--- config.mk ---
export PLATFORM = sky130hd
export DESIGN_NAME = hdmi_period_scheduler_flat
export DESIGN_NICKNAME = d
export VERILOG_FILES = /design/src/rtl/hdmi_pkg.sv /design/src/rtl/hdmi_period_scheduler_if.sv /design/src/rtl/hdmi_period_scheduler_period_counter.sv /design/src/rtl/hdmi_period_scheduler.sv /design/src/flat_wrapper.sv
export SDC_FILE = /design/constraint.sdc
export NUM_CORES = 1
export LEC_CHECK = 0
export ABC_AREA = 1
export BUFFER_PORTS_ARGS = -buffer_cell sky130_fd_sc_hd__clkbuf_2
export CELL_PAD_IN_SITES_DETAIL_PLACEMENT = 1
export CELL_PAD_IN_SITES_GLOBAL_PLACEMENT = 1
export CORE_ASPECT_RATIO = 0.5
export CORE_UTILIZATION = 28
export CTS_BUF_LIST = sky130_fd_sc_hd__clkbuf_4
export DETAILED_ROUTE_END_ITERATION = 12
export MAX_ROUTING_LAYER = met4
export PLACE_DENSITY = 0.75
export SYNTH_ARGS = -nofsm -noshare
export SYNTH_HDL_FRONTEND = slang
export SYNTH_SLANG_ARGS = --single-unit
--- constraint.sdc ---
create_clock -name clk_pixel -period 1.25 [get_ports clk_pixel]
set_input_delay 0.25 -clock clk_pixel [delete_from_list [all_inputs] [get_ports clk_pixel]]
set_output_delay 0.25 -clock clk_pixel [all_outputs]
set_load 0.02 [all_outputs]
--- src/rtl/hdmi_pkg.sv ---
// rtl/hdmi_pkg.sv - shared state type, mode/CTL codes and phase lengths for the HDMI period scheduler
//
// Build option: HDMI_DATA_ISLAND_EN. When it is defined, the data-island states are part of
// period_state_t. When it is undefined, only the DVI control/video states exist.
// No ports (package).

package hdmi_pkg;

  // Fixed phase lengths, in pixel clocks
  localparam int PREAMBLE_LEN = 8;
  localparam int GUARD_LEN    = 2;
  localparam int PACKET_LEN   = 32;

  // Span of a single-packet island: preamble, leading guard, packet and trailing guard.
  localparam int ISLAND_LEN   = PREAMBLE_LEN + GUARD_LEN + PACKET_LEN + GUARD_LEN;
  // Control columns needed after the last cycle of a packet to fit one more packet
  // plus the trailing guard band.
  localparam int PACKET_TAIL  = PACKET_LEN + GUARD_LEN + 1;

  // Encoder mode select shared by the three TMDS channels
  localparam logic [2:0] MODE_CTRL         = 3'd0;
  localparam logic [2:0] MODE_VIDEO        = 3'd1;
  localparam logic [2:0] MODE_VIDEO_GUARD  = 3'd2;
  localparam logic [2:0] MODE_ISLAND       = 3'd3;
  localparam logic [2:0] MODE_ISLAND_GUARD = 3'd4;

  // CTL0..CTL3 preamble patterns
  localparam logic [3:0] CTL_NONE       = 4'b0000;
  localparam logic [3:0] CTL_VIDEO_PRE  = 4'b0001;
  localparam logic [3:0] CTL_ISLAND_PRE = 4'b0101;

  typedef enum logic [2:0] {
    ST_CTRL    = 3'd0,
    ST_VID_PRE = 3'd1,
    ST_VID_GB  = 3'd2,
    ST_VIDEO   = 3'd3
`ifdef HDMI_DATA_ISLAND_EN
    ,
    ST_DI_PRE  = 3'd4,
    ST_DI_LGB  = 3'd5,
    ST_DI_PKT  = 3'd6,
    ST_DI_TGB  = 3'd7
`endif
  } period_state_t;

  function automatic logic [2:0] mode_of(input period_state_t st);
    logic [2:0] m;
    m = MODE_CTRL;
    case (st)
      ST_VID_GB: m = MODE_VIDEO_GUARD;
      ST_VIDEO:  m = MODE_VIDEO;
`ifdef HDMI_DATA_ISLAND_EN
      ST_DI_LGB: m = MODE_ISLAND_GUARD;
      ST_DI_TGB: m = MODE_ISLAND_GUARD;
      ST_DI_PKT: m = MODE_ISLAND;
`endif
      default:   m = MODE_CTRL;
    endcase
    return m;
  endfunction

  function automatic logic [3:0] ctl_of(input period_state_t st);
    logic [3:0] c;
    c = CTL_NONE;
    case (st)
      ST_VID_PRE: c = CTL_VIDEO_PRE;
`ifdef HDMI_DATA_ISLAND_EN
      ST_DI_PRE:  c = CTL_ISLAND_PRE;
`endif
      default:    c = CTL_NONE;
    endcase
    return c;
  endfunction

endpackage

--- src/rtl/hdmi_period_scheduler_if.sv ---
// rtl/hdmi_period_scheduler_if.sv - timing, packet handshake and encoder-control bundle of the scheduler
//
// Signals:
//   cx, cy        pixel column / line from the video timing generator
//   packet_valid  packet assembler holds a complete 32-cycle packet
//   packet_ready  one-cycle pulse: assembler starts presenting the packet
//   di_counter    bit index within the current packet
//   mode          shared TMDS encoder mode select
//   ctl           CTL0..CTL3 preamble bits
// Modports: master = scheduler side, slave = timing generator / assembler / encoder side.

interface hdmi_period_scheduler_if #(
  parameter int BIT_WIDTH  = 10,
  parameter int BIT_HEIGHT = 10
);

  logic [BIT_WIDTH-1:0]  cx;
  logic [BIT_HEIGHT-1:0] cy;
  logic                  packet_valid;
  logic                  packet_ready;
  logic [4:0]            di_counter;
  logic [2:0]            mode;
  logic [3:0]            ctl;

  modport master (
    input  cx,
    input  cy,
    input  packet_valid,
    output packet_ready,
    output di_counter,
    output mode,
    output ctl
  );

  modport slave (
    output cx,
    output cy,
    output packet_valid,
    input  packet_ready,
    input  di_counter,
    input  mode,
    input  ctl
  );

endinterface

--- src/rtl/hdmi_period_scheduler_period_counter.sv ---
// rtl/hdmi_period_scheduler_period_counter.sv - loadable down-counter timing the fixed-length phases
//
// Ports:
//   clk_i         clock
//   resetn_i      synchronous active-low reset
//   load_i        load load_val_i this cycle (takes priority over counting)
//   load_val_i    cycles remaining after the first cycle of the new phase
//   count_next_o  value the counter takes at the next edge
//   zero_o        registered count is zero: the current phase is on its last cycle

module period_counter #(
  parameter int WIDTH = 5
) (
  input  logic             clk_i,
  input  logic             resetn_i,
  input  logic             load_i,
  input  logic [WIDTH-1:0] load_val_i,
  output logic [WIDTH-1:0] count_next_o,
  output logic             zero_o
);

  logic [WIDTH-1:0] count_q;
  logic [WIDTH-1:0] count_d;

  // Saturates at zero so idle states (CTRL, VIDEO) leave it parked.
  always_comb begin
    count_d = count_q;
    if (load_i) begin
      count_d = load_val_i;
    end else if (count_q != '0) begin
      count_d = count_q - WIDTH'(1);
    end
  end

  always_ff @(posedge clk_i) begin
    if (!resetn_i) begin
      count_q <= '0;
    end else begin
      count_q <= count_d;
    end
  end

  assign count_next_o = count_d;
  assign zero_o       = (count_q == '0);

endmodule

--- src/rtl/hdmi_period_scheduler.sv ---
// rtl/hdmi_period_scheduler.sv - decides per pixel whether the HDMI link carries control, preamble, guard, video or island symbols
//
// Build option: HDMI_DATA_ISLAND_EN. Defined: full HDMI with data islands. Undefined: DVI only,
// packet_ready and di_counter tied low, mode limited to control / video / video guard.
// Ports:
//   clk_pixel   pixel clock, rising edge
//   reset_n     synchronous active-low reset
//   bus         hdmi_period_scheduler_if.master: cx/cy/packet_valid in,
//               packet_ready/di_counter/mode/ctl out (all registered)
//
// Timing model: state_d is the period the current cx/cy belongs to; every output is
// registered from state_d, so the value seen one cycle later describes the sampled column.

module hdmi_period_scheduler
  import hdmi_pkg::*;
#(
  parameter int BIT_WIDTH      = 10,
  parameter int BIT_HEIGHT     = 10,
  parameter int FRAME_WIDTH    = 800,
  parameter int SCREEN_START_X = 160,
  parameter int SCREEN_START_Y = 45,
  parameter int DI_START_X     = 10,
  parameter int MAX_PACKETS    = 18
) (
  input logic                     clk_pixel,
  input logic                     reset_n,
  hdmi_period_scheduler_if.master bus
);

  localparam int CNT_W = 5;

  localparam logic [31:0] VID_PRE_X  = 32'(SCREEN_START_X - PREAMBLE_LEN - GUARD_LEN);
  localparam logic [31:0] LAST_COL   = 32'(FRAME_WIDTH - 1);
  localparam logic [31:0] FIRST_LINE = 32'(SCREEN_START_Y);

  localparam logic [CNT_W-1:0] PRE_LOAD   = CNT_W'(PREAMBLE_LEN - 1);
  localparam logic [CNT_W-1:0] GUARD_LOAD = CNT_W'(GUARD_LEN - 1);
  localparam logic [CNT_W-1:0] PKT_LOAD   = CNT_W'(PACKET_LEN - 1);

  period_state_t    state_q;
  period_state_t    state_d;
  logic             wrap_q;
  logic             wrap_d;
  logic [2:0]       mode_q;
  logic [3:0]       ctl_q;

  logic             cnt_load;
  logic [CNT_W-1:0] cnt_load_val;
  logic [CNT_W-1:0] cnt_next;
  logic             cnt_zero;

  logic [31:0]      cx_w;
  logic [31:0]      cy_w;
  logic             line_video;

  assign cx_w       = 32'(bus.cx);
  assign cy_w       = 32'(bus.cy);
  assign line_video = (cy_w >= FIRST_LINE);

`ifdef HDMI_DATA_ISLAND_EN
  // LIMIT keeps at least four control cycles ahead of the video preamble (or the wrap).
  localparam logic [31:0] LIMIT_VIDEO = 32'(SCREEN_START_X - 14);
  localparam logic [31:0] LIMIT_BLANK = 32'(FRAME_WIDTH - 4);
  localparam logic [31:0] DI_X        = 32'(DI_START_X);
  localparam logic [31:0] MAX_PKT     = 32'(MAX_PACKETS);

  logic [31:0]      limit;
  logic             island_ok;
  logic             start_pkt;
  logic [CNT_W-1:0] pkt_count_q;
  logic [CNT_W-1:0] pkt_count_d;
  logic             more_q;
  logic             more_d;
  logic             packet_ready_q;
  logic [4:0]       di_counter_q;
  logic [4:0]       di_counter_d;

  assign limit     = line_video ? LIMIT_VIDEO : LIMIT_BLANK;
  assign island_ok = bus.packet_valid && (cx_w >= DI_X) &&
                     (cx_w + 32'(ISLAND_LEN) <= limit);
`endif

  period_counter #(
    .WIDTH(CNT_W)
  ) u_period_counter (
    .clk_i       (clk_pixel),
    .resetn_i    (reset_n),
    .load_i      (cnt_load),
    .load_val_i  (cnt_load_val),
    .count_next_o(cnt_next),
    .zero_o      (cnt_zero)
  );

  always_comb begin
    state_d      = state_q;
    cnt_load     = 1'b0;
    cnt_load_val = '0;
`ifdef HDMI_DATA_ISLAND_EN
    start_pkt    = 1'b0;
    pkt_count_d  = pkt_count_q;
`endif
    case (state_q)
      ST_CTRL: begin
        // Video is tested first so it wins any (impossible by LIMIT) tie with an island.
        if (line_video && (cx_w == VID_PRE_X)) begin
          state_d      = ST_VID_PRE;
          cnt_load     = 1'b1;
          cnt_load_val = PRE_LOAD;
        end
`ifdef HDMI_DATA_ISLAND_EN
        else if (island_ok) begin
          state_d      = ST_DI_PRE;
          cnt_load     = 1'b1;
          cnt_load_val = PRE_LOAD;
          pkt_count_d  = '0;
        end
`endif
      end
      ST_VID_PRE: begin
        if (cnt_zero) begin
          state_d      = ST_VID_GB;
          cnt_load     = 1'b1;
          cnt_load_val = GUARD_LOAD;
        end
      end
      ST_VID_GB: begin
        if (cnt_zero) begin
          state_d = ST_VIDEO;
        end
      end
      ST_VIDEO: begin
        // wrap_q marks that the previous column was the last of the line.
        if (wrap_q) begin
          state_d = ST_CTRL;
        end
      end
`ifdef HDMI_DATA_ISLAND_EN
      ST_DI_PRE: begin
        if (cnt_zero) begin
          state_d      = ST_DI_LGB;
          cnt_load     = 1'b1;
          cnt_load_val = GUARD_LOAD;
        end
      end
      ST_DI_LGB: begin
        if (cnt_zero) begin
          state_d   = ST_DI_PKT;
          start_pkt = 1'b1;
        end
      end
      ST_DI_PKT: begin
        // The follow-on decision was taken on the di_counter == 31 cycle (more_q).
        if (cnt_zero) begin
          if (more_q) begin
            start_pkt = 1'b1;
          end else begin
            state_d      = ST_DI_TGB;
            cnt_load     = 1'b1;
            cnt_load_val = GUARD_LOAD;
          end
        end
      end
      ST_DI_TGB: begin
        if (cnt_zero) begin
          state_d = ST_CTRL;
        end
      end
`endif
      default: begin
        state_d = ST_CTRL;
      end
    endcase
`ifdef HDMI_DATA_ISLAND_EN
    if (start_pkt) begin
      cnt_load     = 1'b1;
      cnt_load_val = PKT_LOAD;
      if (32'(pkt_count_q) < MAX_PKT) begin
        pkt_count_d = pkt_count_q + CNT_W'(1);
      end
    end
`endif
  end

  assign wrap_d = (state_d == ST_VIDEO) && (cx_w == LAST_COL);

`ifdef HDMI_DATA_ISLAND_EN
  // packet_valid is only looked at here and at island start; a drop mid-packet is ignored.
  assign more_d = (state_d == ST_DI_PKT) && (cnt_next == '0) && bus.packet_valid &&
                  (32'(pkt_count_d) < MAX_PKT) && (cx_w + 32'(PACKET_TAIL) <= limit);

  assign di_counter_d = (state_d == ST_DI_PKT) ? (PKT_LOAD - cnt_next) : '0;

  always_ff @(posedge clk_pixel) begin
    if (!reset_n) begin
      pkt_count_q    <= '0;
      more_q         <= 1'b0;
      packet_ready_q <= 1'b0;
      di_counter_q   <= '0;
    end else begin
      pkt_count_q    <= pkt_count_d;
      more_q         <= more_d;
      packet_ready_q <= start_pkt;
      di_counter_q   <= di_counter_d;
    end
  end

  assign bus.packet_ready = packet_ready_q;
  assign bus.di_counter   = di_counter_q;
`else
  logic unused_dvi;
  assign unused_dvi = bus.packet_valid ^ (^cnt_next) ^ (DI_START_X != 0) ^ (MAX_PACKETS != 0);

  assign bus.packet_ready = 1'b0;
  assign bus.di_counter   = '0;
`endif

  always_ff @(posedge clk_pixel) begin
    if (!reset_n) begin
      state_q <= ST_CTRL;
      wrap_q  <= 1'b0;
      mode_q  <= MODE_CTRL;
      ctl_q   <= CTL_NONE;
    end else begin
      state_q <= state_d;
      wrap_q  <= wrap_d;
      mode_q  <= mode_of(state_d);
      ctl_q   <= ctl_of(state_d);
    end
  end

  assign bus.mode = mode_q;
  assign bus.ctl  = ctl_q;

endmodule

--- src/flat_wrapper.sv ---
// flat-port wrapper written by rule: the top's interface ports become plain ports
module hdmi_period_scheduler_flat import hdmi_pkg::*;
#(
  parameter int BIT_WIDTH      = 10,
  parameter int BIT_HEIGHT     = 10,
  parameter int FRAME_WIDTH    = 800,
  parameter int SCREEN_START_X = 160,
  parameter int SCREEN_START_Y = 45,
  parameter int DI_START_X     = 10,
  parameter int MAX_PACKETS    = 18
)
  (clk_pixel, reset_n, bus_cx, bus_cy, bus_packet_valid, bus_packet_ready, bus_di_counter, bus_mode, bus_ctl);
  hdmi_period_scheduler_if #(.BIT_WIDTH(BIT_WIDTH), .BIT_HEIGHT(BIT_HEIGHT)) bus_i ();
  input logic clk_pixel;
  input logic reset_n;
  input wire logic [$bits(bus_i.cx)-1:0] bus_cx;
  input wire logic [$bits(bus_i.cy)-1:0] bus_cy;
  input wire logic [$bits(bus_i.packet_valid)-1:0] bus_packet_valid;
  output wire logic [$bits(bus_i.packet_ready)-1:0] bus_packet_ready;
  output wire logic [$bits(bus_i.di_counter)-1:0] bus_di_counter;
  output wire logic [$bits(bus_i.mode)-1:0] bus_mode;
  output wire logic [$bits(bus_i.ctl)-1:0] bus_ctl;
  assign bus_i.cx = bus_cx;
  assign bus_i.cy = bus_cy;
  assign bus_i.packet_valid = bus_packet_valid;
  assign bus_packet_ready = bus_i.packet_ready;
  assign bus_di_counter = bus_i.di_counter;
  assign bus_mode = bus_i.mode;
  assign bus_ctl = bus_i.ctl;
  hdmi_period_scheduler #(.BIT_WIDTH(BIT_WIDTH), .BIT_HEIGHT(BIT_HEIGHT), .FRAME_WIDTH(FRAME_WIDTH), .SCREEN_START_X(SCREEN_START_X), .SCREEN_START_Y(SCREEN_START_Y), .DI_START_X(DI_START_X), .MAX_PACKETS(MAX_PACKETS)) u_core (.clk_pixel(clk_pixel), .reset_n(reset_n), .bus(bus_i));
endmodule
======== After elaboration in Yosys (flattened, before gate mapping) ========
Cells that the tools add are included.
word-level totals
  bits in registers ....................... 16
  output and inout port bits .............. 13
  logic and storage cells ................. 36
operators by class
  add/subtract/negate cells ............... 1
  magnitude comparators ................... 1
  eq/ne operators ......................... 8
  muxes and demuxes ....................... 15
  reduce and logical (&&, ||, !) cells .... 6
operators by type and width
  operator                                                                count
  3-bit two-way mux                                                       5
  3-bit by 2-bit equality test with 1-bit output, second input constant   4
  3-bit case mux with 4 select lines                                      1
  10-bit equality test, second input constant                             1
  10-bit by 8-bit equality test with 1-bit output, second input constant  1
  10-bit by 6-bit >= comparator with 1-bit output, second input constant  1
  5-bit two-way mux                                                       2
  5-bit case mux with 2 select lines                                      1
  3-bit by 1-bit equality test with 1-bit output, second input constant   2
  5-bit logical NOT                                                       1
  5-bit nonzero test                                                      1
  5-bit by 1-bit subtractor with 5-bit output, second input constant      1
  1-bit two-way mux                                                       4
  2-bit case mux with 2 select lines                                      1
  3-bit logical NOT                                                       1
  1-bit logical AND                                                       2
  1-bit case mux with 2 select lines                                      1
  2-bit nonzero test                                                      1

======== Logic depth before layout (Yosys ltp) ========
Gate-level depths: netlist (run 1).
  depth after elaboration ................. 6
  mapped depth ............................ 11
  gate-level depth less buffers ........... 11

======== Modules after synthesis ========
Synthesis (run 1) repeated with hierarchy kept, for this count alone.
second synthesis, totals
  cell total of the unflattened synthesis .. 140
  area, all modules ....................... 852.1 um^2
modules (own cells, without submodules)
  module                 times used  cells each  area each (um^2)
  hdmi_period_scheduler  1           90          539.3
  period_counter         1           50          312.8

======== Worst setup path after synthesis (run 1) ========
OpenSTA, ideal clock, no wires.
  kind .................................... register to register
  from .................................... reg u_core.u_period_counter.count_q[0]
  to ...................................... reg u_core.ctl_q[0] (netlist: u_core.bus.ctl[0])
  setup time .............................. 112 ps
  data arrival time ....................... 1,154 ps
  setup slack ............................. -15 ps
  cell stages (with the launch flop) ...... 12
  path buffers ............................ 0
  path through ............................ dfxtp_1 -> inv_1 -> ha_1 -> inv_1 -> nor2_2 -> nand2_4 -> inv_2 -> nand2_2 -> a21boi_2 -> nand2_1 -> nand2_1 -> nor2_1
on the way
  longest elaborated chain between the ends .. 5
  elaborated cells between the ends (all ways) .. 6
RTL lines
  what                                                line                                                        RTL
  start: declaration                                  hdmi_period_scheduler_period_counter.sv:22                  logic [WIDTH-1:0] count_q;
  start signal: assignment                            hdmi_period_scheduler_period_counter.sv:39                  count_q <= count_d;
  5-bit logical NOT (*)                               hdmi_period_scheduler_period_counter.sv:44                  assign zero_o = (count_q == '0);
  3-bit two-way mux, on equally long branches         hdmi_period_scheduler.sv:127, hdmi_period_scheduler.sv:120
  3-bit case mux with 4 select lines (*)              hdmi_period_scheduler.sv:102                                case (state_q)
  3-bit by 1-bit equality test with 1-bit output (*)  hdmi_pkg.sv:65                                              case (st)
  1-bit two-way mux (*)                               hdmi_pkg.sv:65
  end signal: assignment                              hdmi_period_scheduler.sv:227                                ctl_q <= ctl_of(state_d);
  end: declaration                                    hdmi_period_scheduler.sv:45                                 logic [3:0] ctl_q;
Mark *: on every way between the ends. The rest lies on a longest branch, timed or not.
A chain may end at the register's enable or synchronous reset.

======== Worst setup path after layout (run 1) ========
  from .................................... reg u_core.u_period_counter.count_q[1]
  to ...................................... reg u_core.ctl_q[0] (netlist: u_core.bus.ctl[0])
The elaborated chain is that of the path after synthesis.

==> results of run 1 <==
layer usage:
metal,GRT usage,up-vias,routed length [µm]
li1,-,382,-
met1,0.125,324,683
met2,0.268,27,826
met3,0.0553,2,95
met4,0.0283,0,15
met5,-,-,0
report_power, final:
group	internal, µW	switching, µW
clock network	116	136
logic	478	631
registers	503	85.9
worst paths after layout:
kind                                                   startpoint                                         endpoint
setup reg to reg  u_core.u_period_counter.count_q[1]$_SDFFE_PN0P_                     u_core.bus.ctl[0]$_SDFF_PN0_
hold / removal                                          bus_cx[3]                         u_core.wrap_q$_SDFF_PN0_
setup / recovery  u_core.u_period_counter.count_q[1]$_SDFFE_PN0P_                     u_core.bus.ctl[0]$_SDFF_PN0_
hold reg to reg   u_core.u_period_counter.count_q[3]$_SDFFE_PN0P_  u_core.u_period_counter.count_q[3]$_SDFFE_PN0P_
placed cells by master, fill, tap and decap left out:
| master | instances |
|---|---|
| nor3_2 | 1 |
| xor2_1 | 2 |
| nor3_1 | 1 |
| buf_4 | 5 |
| nand4_1 | 3 |
| clkbuf_4 | 3 |
| a21boi_1 | 1 |
| nand3b_1 | 1 |
| nand2_4 | 1 |
| nand2_2 | 4 |
| o211ai_1 | 1 |
| nor2_1 | 16 |
| conb_1 | 11 |
| clkbuf_2 | 24 |
| nand3_2 | 1 |
| nand2_1 | 22 |
| dfxtp_1 | 10 |
| a21boi_2 | 1 |
| o21ai_1 | 2 |
| nor2_4 | 1 |
| inv_4 | 1 |
| nor2_2 | 3 |
| or2_0 | 2 |
| nand3_1 | 4 |
| inv_1 | 13 |
| ha_4 | 2 |
| dfxtp_2 | 2 |
| inv_2 | 4 |
| clkinv_1 | 1 |
state kept, by name, indices dropped and copies added, names as in the netlist:
name                             cells
u_core.u_period_counter.count_q      5
u_core.state_q                       3
u_core.bus.mode                      2
u_core.bus.ctl                       1
u_core.wrap_q                        1
worst max-delay path, cell delays in order, from the launching register on:
cell,delay (ns)
dfxtp_2,0.33
inv_2,0.07
ha_4,0.13
inv_2,0.04
nor2_4,0.08
nand2_4,0.09
inv_4,0.08
nand2_2,0.05
a21boi_2,0.12
nand2_2,0.07
nand2_2,0.07
nor2_1,0.04
kinds of logic (layout without fill, tap and decap cells):
| logic type | count (synthesis) | in the layout | share of synthesized area |
|---|---|---|---|
| AO/OA/AOI/OAI | 5 | 5 | 0.0488 |
| XOR/XNOR | 2 | 2 | 0.0236 |
| adder cells (fa/ha/maj) | 2 | 2 | 0.0337 |
| buffers and inverters | 28 | 51 | 0.192 |
| flip-flops | 12 | 12 | 0.323 |
| other | 1 | 11 | 0.00505 |
| AND/OR/NAND/NOR | 60 | 60 | 0.374 |
final cells by class:
type                            count  area (µm²)
Clock buffer                        3        22.5
Clock inverter                      1        3.75
Fill cell                         319        1380
Inverter                           18        70.1
Multi-Input combinational cell     80         438
Sequential cell                    12         243
Tap cell                           35        43.8
Timing Repair Buffer               29         158
per-stage QoR:
step / setup WS, ns / util / total power (µW)
floorplan: 0.00247 / - / 1280
global placement: -0.0443 / 0.382 / 1500
detailed placement: -0.0818 / 0.382 / 1550
CTS: -0.0810 / 0.406 / 1920
global route: -0.109 / 0.415 / 2140
finish: -0.00393 / 0.415 / 1950
repair_timing:
item / CTS / global route
gates resized for setup: 8 / 6
setup buffers: 1 / 0
pin swaps: 5 / 4
endpoints found under the setup margin: 9 / 11
endpoints found under the hold margin: 0 / 0
==> metrics.cfg, run 1 <==
[outcome]
outcome=complete, but fails checks
failed_checks=setup timing

[setup_path]
cp.required_ns=1.43
criticalPathCategory=flip-flop to flip-flop
start_kind=flip-flop
r2r_slack_ns=-0.004
end_kind=flip-flop
critPathMaxFanout=5
r2r_cells=11
cp_data_arrival_time_ns=1.43

[power]
p_leak_uw=0.000537
ir_drop_mv=0.578
power.density_mw_per_mm2=1990

[cts]
holdBufCountCts=0
cts_num_sinks=12
path_clk_slew_ns=0.08
root_buffer=clkbuf_4
htree_levels=1
numCtsBuffers=3
clk_latency_ns=0.27
cts_buffer_depth=2
cts_tree=yes

[timing]
skew_ns=0.000639
setup_violations=2
drv_slew=0
grt_setup_unrepaired=yes
worst_slack_ns=-0.00393
fmax_mhz=797
finalCritPeriodShare=1.00
fin_hold_ws_ns=0.243
fin_crit_ns=1.25
fin_tns_setup_ns=-0.00546
hold_viol=0

[final_layout]
n_antenna_cell=0
stdcell_count=178
finalNetCount=169
layout-drive-gt1-share=0.371
fin_area_um2=978
syn_to_final_growth_pct=31.6

[placed_design]
port_buffers=24
dp_cells=173
place_area_um2=900
gp_congestion=0.706
place_hpwl_um=1340

[floorplan]
ios=36
fp.coreArea_mm2=0.00236
start_util=0.315
rows=12
dieArea_mm2=0.00288
die_h_um=38.4
fp.dieW_um=74.9

[synthesis]
synth_edf_count=0
yosysTopAreaCell=dfxtp_1
ys_seq_area_frac=0.323
synth_area_leaders=dfxtp_1 (32%), nand2_1 (12%), buf_4 (10%)
syn_area_um2=743
synthArstFlopShare=0
yosysMostFrequentCell=nand2_1
syn_inst=110
avgSynthCellArea_um2=6.76
yosys_warnings=0
ys_ff_latch=12
synth_common_cells=nand2_1 (24), inv_1 (16), nor2_1 (16)
ys_types=22
synth_top_area_frac=0.323
synth_ff_type=dfxtp_1

[detailed_routing]
drtIter0Drc=4
ant_nets=0
viasPerCell=4.13
post-route-drc-count=0
routed_wl_um=1620
first_pass_iters=2
wl_per_cell_um=9.11
vias=735

[global_routing]
grt_pass1_wl_um=2680
antenna_found_initial=0
grt_overflow_total=0
grt_max_degree=9
grt_pass1_vias=685
globalRouteTotalUtil=0.135

[hold_path]
hp-class=input port to flip-flop
whs_path_depth=3

[flow_run]
cap_violations=0

Note: power is estimated with default switching activity, not from simulation.
==> run 2, diff against run 1 <==
- CORE_UTILIZATION: 28 -> 29
- PLACE_DENSITY: 0.75 -> 0.76
- SYNTH_HIERARCHICAL: not set -> 1
==> run 2 against run 1 <==
  * The run still ends with setup timing left
  * Flip-flop and latch count unchanged
  * Largest cell class unchanged
  * Routed wire length up 32%
  * Register-to-register slack worse by 0.14 ns
  * Global-route usage up 2.0 points
  * Clock-buffer cell count unchanged
  * Total power down 23%
  * Die area up 7.9%
  * Clock skew up 0.0032 ns
  * Setup slack worse by 0.14 ns
  * Combinational power down 29%
  * Cell area up 28%
==> metrics.cfg, run 2 <==
[floorplan]
rows=13  ; +1
start_util=0.314  ; -0.000988
ios=36  ; unchanged
fp.coreArea_mm2=0.00265  ; +12%
fp.dieW_um=77.8  ; +3.9%
dieArea_mm2=0.00311  ; +7.9%
die_h_um=39.9  ; +3.8%

[power]
ir_drop_mv=0.399  ; -31%
finalPower_uw=1500  ; -23%
power.density_mw_per_mm2=1200  ; -40%
p_leak_uw=0.000689  ; +28%

[final_layout]
stdcell_count=224  ; +26%
n_antenna_cell=0  ; unchanged
layout-drive-gt1-share=0.422  ; +0.0518
final_common_cell=nand2_1
largest_register_ffs=5  ; unchanged
finalNetCount=212  ; +25%
regMostFlops=u_core/u_period_counter/count_q
syn_to_final_growth_pct=50.0
fin_area_mm2=0.00125  ; +28%
layout_common_cells=nand2_1 (31), clkbuf_2 (24), buf_4 (22)

[cts]
htree_levels=1  ; unchanged
root_buffer=clkbuf_4
numCtsBuffers=3  ; unchanged
clk_latency_ns=0.27  ; about the same
cts_tree=yes
cts_buffer_depth=2  ; unchanged
path_clk_slew_ns=0.08  ; about the same
cts_num_sinks=12  ; unchanged

[global_routing]
globalRouteTotalUtil=0.155  ; +0.0203
grt_pass1_vias=897  ; +31%
grt_pass1_wl_um=3530  ; +32%
grt_max_degree=8  ; -1
grt_overflow_total=0  ; unchanged
antenna_found_initial=0  ; unchanged

[timing]
drv_slew=0  ; unchanged
fmax_mhz=716  ; -10%
worst_slack_ns=-0.147  ; -0.143 ns
hold_viol=0  ; unchanged
grt_setup_unrepaired=yes
skew_ns=0.00383  ; +0.00319 ns
setup_violations=4  ; +2
fin_crit_ns=1.40  ; +0.143 ns
finalCritPeriodShare=1.12  ; +0.114

[placed_design]
dp_cells=216  ; +25%
port_buffers=24  ; unchanged
place_area_mm2=0.00114  ; +26%
place_hpwl_um=1840  ; +37%
gp_congestion=0.749  ; +6.2%

[setup_path]
start_kind=flip-flop
cp_data_arrival_time_ns=1.56  ; +0.13 ns
cp.required_ns=1.41  ; -0.02 ns
worstReg2RegEnd=u_core/u_period_counter/count_q[0]$_SDFF_PN0_
end_kind=flip-flop
r2r_cells=10  ; -1
criticalPathCategory=flip-flop to flip-flop
critPathMaxFanout=3  ; -2
r2r_slack_ns=-0.15  ; -0.14 ns
r2r_start=u_core/u_period_counter/count_q[0]$_SDFF_PN0_

[outcome]
outcome=complete, but fails checks
failed_checks=setup timing

[hold_path]
whs_path_depth=3  ; unchanged
hp-class=input port to flip-flop
min_delay_worst_endpoint=u_core/state_q[1]$_SDFF_PN0_
min_from=reset_n

[synthesis]
syn_area_um2=833  ; +12%
syn_inst=135  ; +23%
yosys_warnings=6  ; +6
avgSynthCellArea_um2=6.17  ; -8.6%

[detailed_routing]
viasPerCell=4.11  ; -0.53%
routed_wl_um=2130  ; +32%
drtIter0Drc=11  ; +7
vias=920  ; +25%
wl_per_cell_um=9.53  ; +4.6%
first_pass_iters=2  ; unchanged
ant_nets=0  ; unchanged
post-route-drc-count=0  ; unchanged

[flow_run]
cap_violations=0  ; unchanged

## run 2: what timing repair did
| item | CTS | global route |
|---|---|---|
| pin swaps | 5 | 11 |
| endpoints found under the setup margin | 4 | 7 |
| setup buffers | 2 | 3 |
| resized for setup | 6 | 14 |
| hold buffers | 0 | 0 |
## run 2: critical path, stage by stage, from the launching register on
cell and delay (ns):
dfxtp_2 0.35, inv_2 0.05, ha_4 0.16, nand3_4 0.08, inv_2 0.05, nand2_2 0.07, nand2_2 0.08, buf_4 0.14
or2_4 0.24, nand2_2 0.06, nor2_2 0.03
## run 2: how the worst max path moves through the flow
stage,start,to,slack (ns)
after floorplan,u_core/u_period_counter/count_q[0]$_SDFF_PN0_,u_core/u_period_counter/count_q[0]$_SDFF_PN0_,-0.06
after global placement,bus_cx[3],u_core/u_period_counter/count_q[1]$_SDFF_PN0_,-0.13
after detailed placement,bus_cx[3],u_core/u_period_counter/count_q[0]$_SDFF_PN0_,-0.19
after CTS,u_core/state_q[2]$_SDFF_PN0_,u_core/u_period_counter/count_q[0]$_SDFF_PN0_,-0.10
after global routing,u_core/state_q[2]$_SDFF_PN0_,u_core/u_period_counter/count_q[0]$_SDFF_PN0_,-0.23
final,u_core/u_period_counter/count_q[0]$_SDFF_PN0_,u_core/u_period_counter/count_q[0]$_SDFF_PN0_,-0.15
## run 2: layer usage
layer,up-vias,GRT usage,part of all wire
li1,496,-,-
met1,401,0.160,0.45
met2,23,0.327,0.51
met3,0,0.0349,0.046
met4,0,0.0142,0
met5,-,-,0
## run 2: final cells by class
| class | count | area (µm²) |
|---|---|---|
| fillers | 362 | 1400 |
| multi-input cells | 100 | 547 |
| repair buffers | 46 | 285 |
| flip-flops and latches | 12 | 249 |
| inverters | 25 | 96.3 |
| well taps | 37 | 46.3 |
| clock buffers | 3 | 22.5 |
| clock inverters | 1 | 3.75 |
## run 2: power by group
group / switching (µW) / leakage [µW] / internal [µW] / total [µW]
Clock: 130 / 0.0000154 / 116 / 245
Combinational: 414 / 0.000574 / 370 / 784
Sequential: 39.9 / 0.0000998 / 432 / 472
## run 2: per-stage QoR
stage,TNS (ns),util,hold slack (ns),setup slack (ns)
after floorplan,-0.110,-,0.367,-0.0561
after global placement,-0.527,0.429,0.474,-0.127
after detailed placement,-0.754,0.429,0.493,-0.185
after CTS,-0.313,0.453,0.237,-0.100
after global routing,-0.959,0.471,0.259,-0.230
final,-0.434,0.471,0.248,-0.147
==> run 3, diff against run 2 <==
- REMOVE_ABC_BUFFERS: not set -> 1
==> run 3 against run 2 <==
  * The run still ends with setup timing left
  * Fmax is 3.1% lower
  * Flip-flop and latch count stayed put
  * Core utilization is 6.4 points higher
  * Critical path depth is 1 lower
  * Routed wire length is 65% higher
==> metrics.cfg, run 3 (synthesized netlist as in run 2, its figures left out) <==
[power]
pwr-share-seq=0.261  ; -0.053
finalPower_uw=1800  ; +20%
p_leak_uw=0.000787  ; +14%
clkPwrFrac=0.141  ; -0.022
ir_drop_mv=0.385  ; -3.5%
swShare=0.420  ; +0.0317
power.density_mw_per_mm2=1270  ; +5.6%
power.net_switching_uw=756  ; +30%
comb_power_share=0.598  ; +0.076
p_int_uw=1040  ; +14%

[timing]
setup_violations=9  ; +5
fin_crit_ns=1.44  ; +0.0443 ns
fmax_mhz=694  ; -3.1%
drv_slew=0  ; unchanged
fin_tns_setup_ns=-0.967  ; -0.534 ns
hold_viol=0  ; unchanged
grt_setup_unrepaired=yes
finalCritPeriodShare=1.15  ; +0.0354
skew_ns=0.00232  ; -0.00151 ns
fin_hold_ws_ns=0.255  ; +0.00707 ns
worst_slack_ns=-0.191  ; -0.0443 ns

[detailed_routing]
viasPerCell=4.64  ; +13%
vias=1096  ; +19%
post-route-drc-count=0  ; unchanged
first_pass_iters=4  ; +2
drtIter0Drc=37  ; +26
routed_wl_um=3530  ; +65%
ant_nets=0  ; unchanged
wl_per_cell_um=14.9  ; +57%

[placed_design]
place_hpwl_um=2040  ; +11%
gp_congestion=0.805  ; +7.4%
place_area_mm2=0.00117  ; +3.2%
port_buffers=24  ; unchanged
dp_cells=225  ; +4.2%

[final_layout]
final_common_cell=buf_4
regMostFlops=u_core/u_period_counter/count_q
fin_area_mm2=0.00142  ; +14%
n_fill_cell=359  ; -0.83%
n_antenna_cell=0  ; unchanged
syn_to_final_growth_pct=70.3
largest_register_ffs=5  ; unchanged
finalNetCount=224  ; +5.7%
multiInputGateArea_um2=614  ; +12%
layout-drive-gt1-share=0.482  ; +0.0600
regArea_um2=249  ; unchanged
stdcell_count=236  ; +5.4%
layout_common_cells=buf_4 (33), nand2_1 (31), clkbuf_2 (24)

[setup_path]
cp_slowest_stage_delay_ns=0.39  ; +0.04 ns
cp_data_arrival_time_ns=1.65  ; +0.09 ns
cp.required_ns=1.46  ; +0.05 ns
path_common_cell=buf_4
end_kind=flip-flop
critPathBufInv=3  ; unchanged
critPathMaxFanout=3  ; unchanged
crit_slowest_cell=dfxtp_2
start_kind=flip-flop
cp_cell_sequence=buf_4, nand2_1, nor2_4, nand2_4, buf_4, buf_4, nand3_2, nand2_1, nor2_1
criticalPathCategory=flip-flop to flip-flop
cp_top_family=simple AND/OR/NAND/NOR gates

[cts]
cts_buffer_depth=2  ; unchanged
clk_latency_ns=0.28  ; about the same
htree_levels=1  ; unchanged
cts_num_sinks=12  ; unchanged
root_buffer=clkbuf_4
path_clk_slew_ns=0.08  ; about the same
numCtsBuffers=3  ; unchanged
cts_tree=yes

[floorplan]
start_util=0.314  ; unchanged
fp.coreArea_mm2=0.00265  ; unchanged
rows=13  ; unchanged
fp.dieW_um=77.8  ; unchanged
dieArea_mm2=0.00311  ; unchanged
die_h_um=39.9  ; unchanged
ios=36  ; unchanged

[global_routing]
globalRouteTotalUtil=0.196  ; +0.0413
grt_pass1_vias=1010  ; +13%
grt_overflow_total=0  ; unchanged
grt_max_degree=8  ; unchanged
grt_pass1_wl_um=4280  ; +21%
antenna_found_initial=0  ; unchanged

[outcome]
outcome=complete, but fails checks
failed_checks=setup timing

[hold_path]
hp-class=input port to flip-flop

[flow_run]
cap_violations=0  ; unchanged

run 3: cell count changes in the layout (fill, tap and decap cells not counted), sizes merged:
cell / previous run / this run
buf: 22 / 34
run 3: final cells by class:
type                            instances  share of cell area
Multi-Input combinational cell        100               0.433
Timing Repair Buffer                   58               0.267
Sequential cell                        12               0.175
Inverter                               25              0.0732
Tap cell                               37              0.0326
Clock buffer                            3              0.0159
Clock inverter                          1             0.00265
run 3: per-layer routing:
layer	track usage	vias to the layer above	part of all wire
met2	0.423	43	0.55
li1	-	520	-
met5	-	-	0
met4	0.0708	0	0.020
met3	0.0419	8	0.036
met1	0.184	525	0.40
run 3: worst min-delay path, cell delays in order:
cell and delay, ns:
clkbuf_2 0.11, inv_1 0.09, a21oi_2 0.04
run 3: worst paths after layout:
path                                                                    start                                       endpoint  slack, ns  depth (start not counted)
worst max-delay path                             u_core/state_q[0]$_SDFF_PN0_                  u_core/bus.mode[1]$_SDFF_PN0_      -0.19                          9
worst min-delay path                                                  reset_n                   u_core/state_q[0]$_SDFF_PN0_       0.26                          3
worst min register to register  u_core/u_period_counter/count_q[4]$_SDFF_PN0_  u_core/u_period_counter/count_q[4]$_SDFF_PN0_       0.50                          2
worst max register to register                   u_core/state_q[0]$_SDFF_PN0_                  u_core/bus.mode[1]$_SDFF_PN0_      -0.19                          9
run 3: power groups by stage:
| stage | sequential (µW) | combinational [µW] | clock (µW) |
|---|---|---|---|
| 5_1_grt | 476 | 1170 | 278 |
| 3_3_place_gp | 459 | 666 | 0 |
| 6_report | 470 | 1080 | 254 |
| 4_1_cts | 470 | 901 | 258 |
| 3_5_place_dp | 465 | 713 | 0 |
| 2_1_floorplan | 463 | 402 | 0 |
run 3: what timing repair did:
action                                  4_1_cts  5_1_grt
hold endpoints to repair                      0        0
endpoints found under the setup margin        9       11
resized for setup                            26       21
pin swaps                                    15       12
setup buffers                                 5        2
hold buffers                                  0        0
run 3: per-stage QoR:
step                      setup WS [ns]  utilization
final                            -0.191        0.535
after global routing             -0.224        0.535
after CTS                       -0.0807        0.500
after detailed placement         -0.281        0.442
after global placement           -0.204        0.442
after floorplan                  -0.290            -
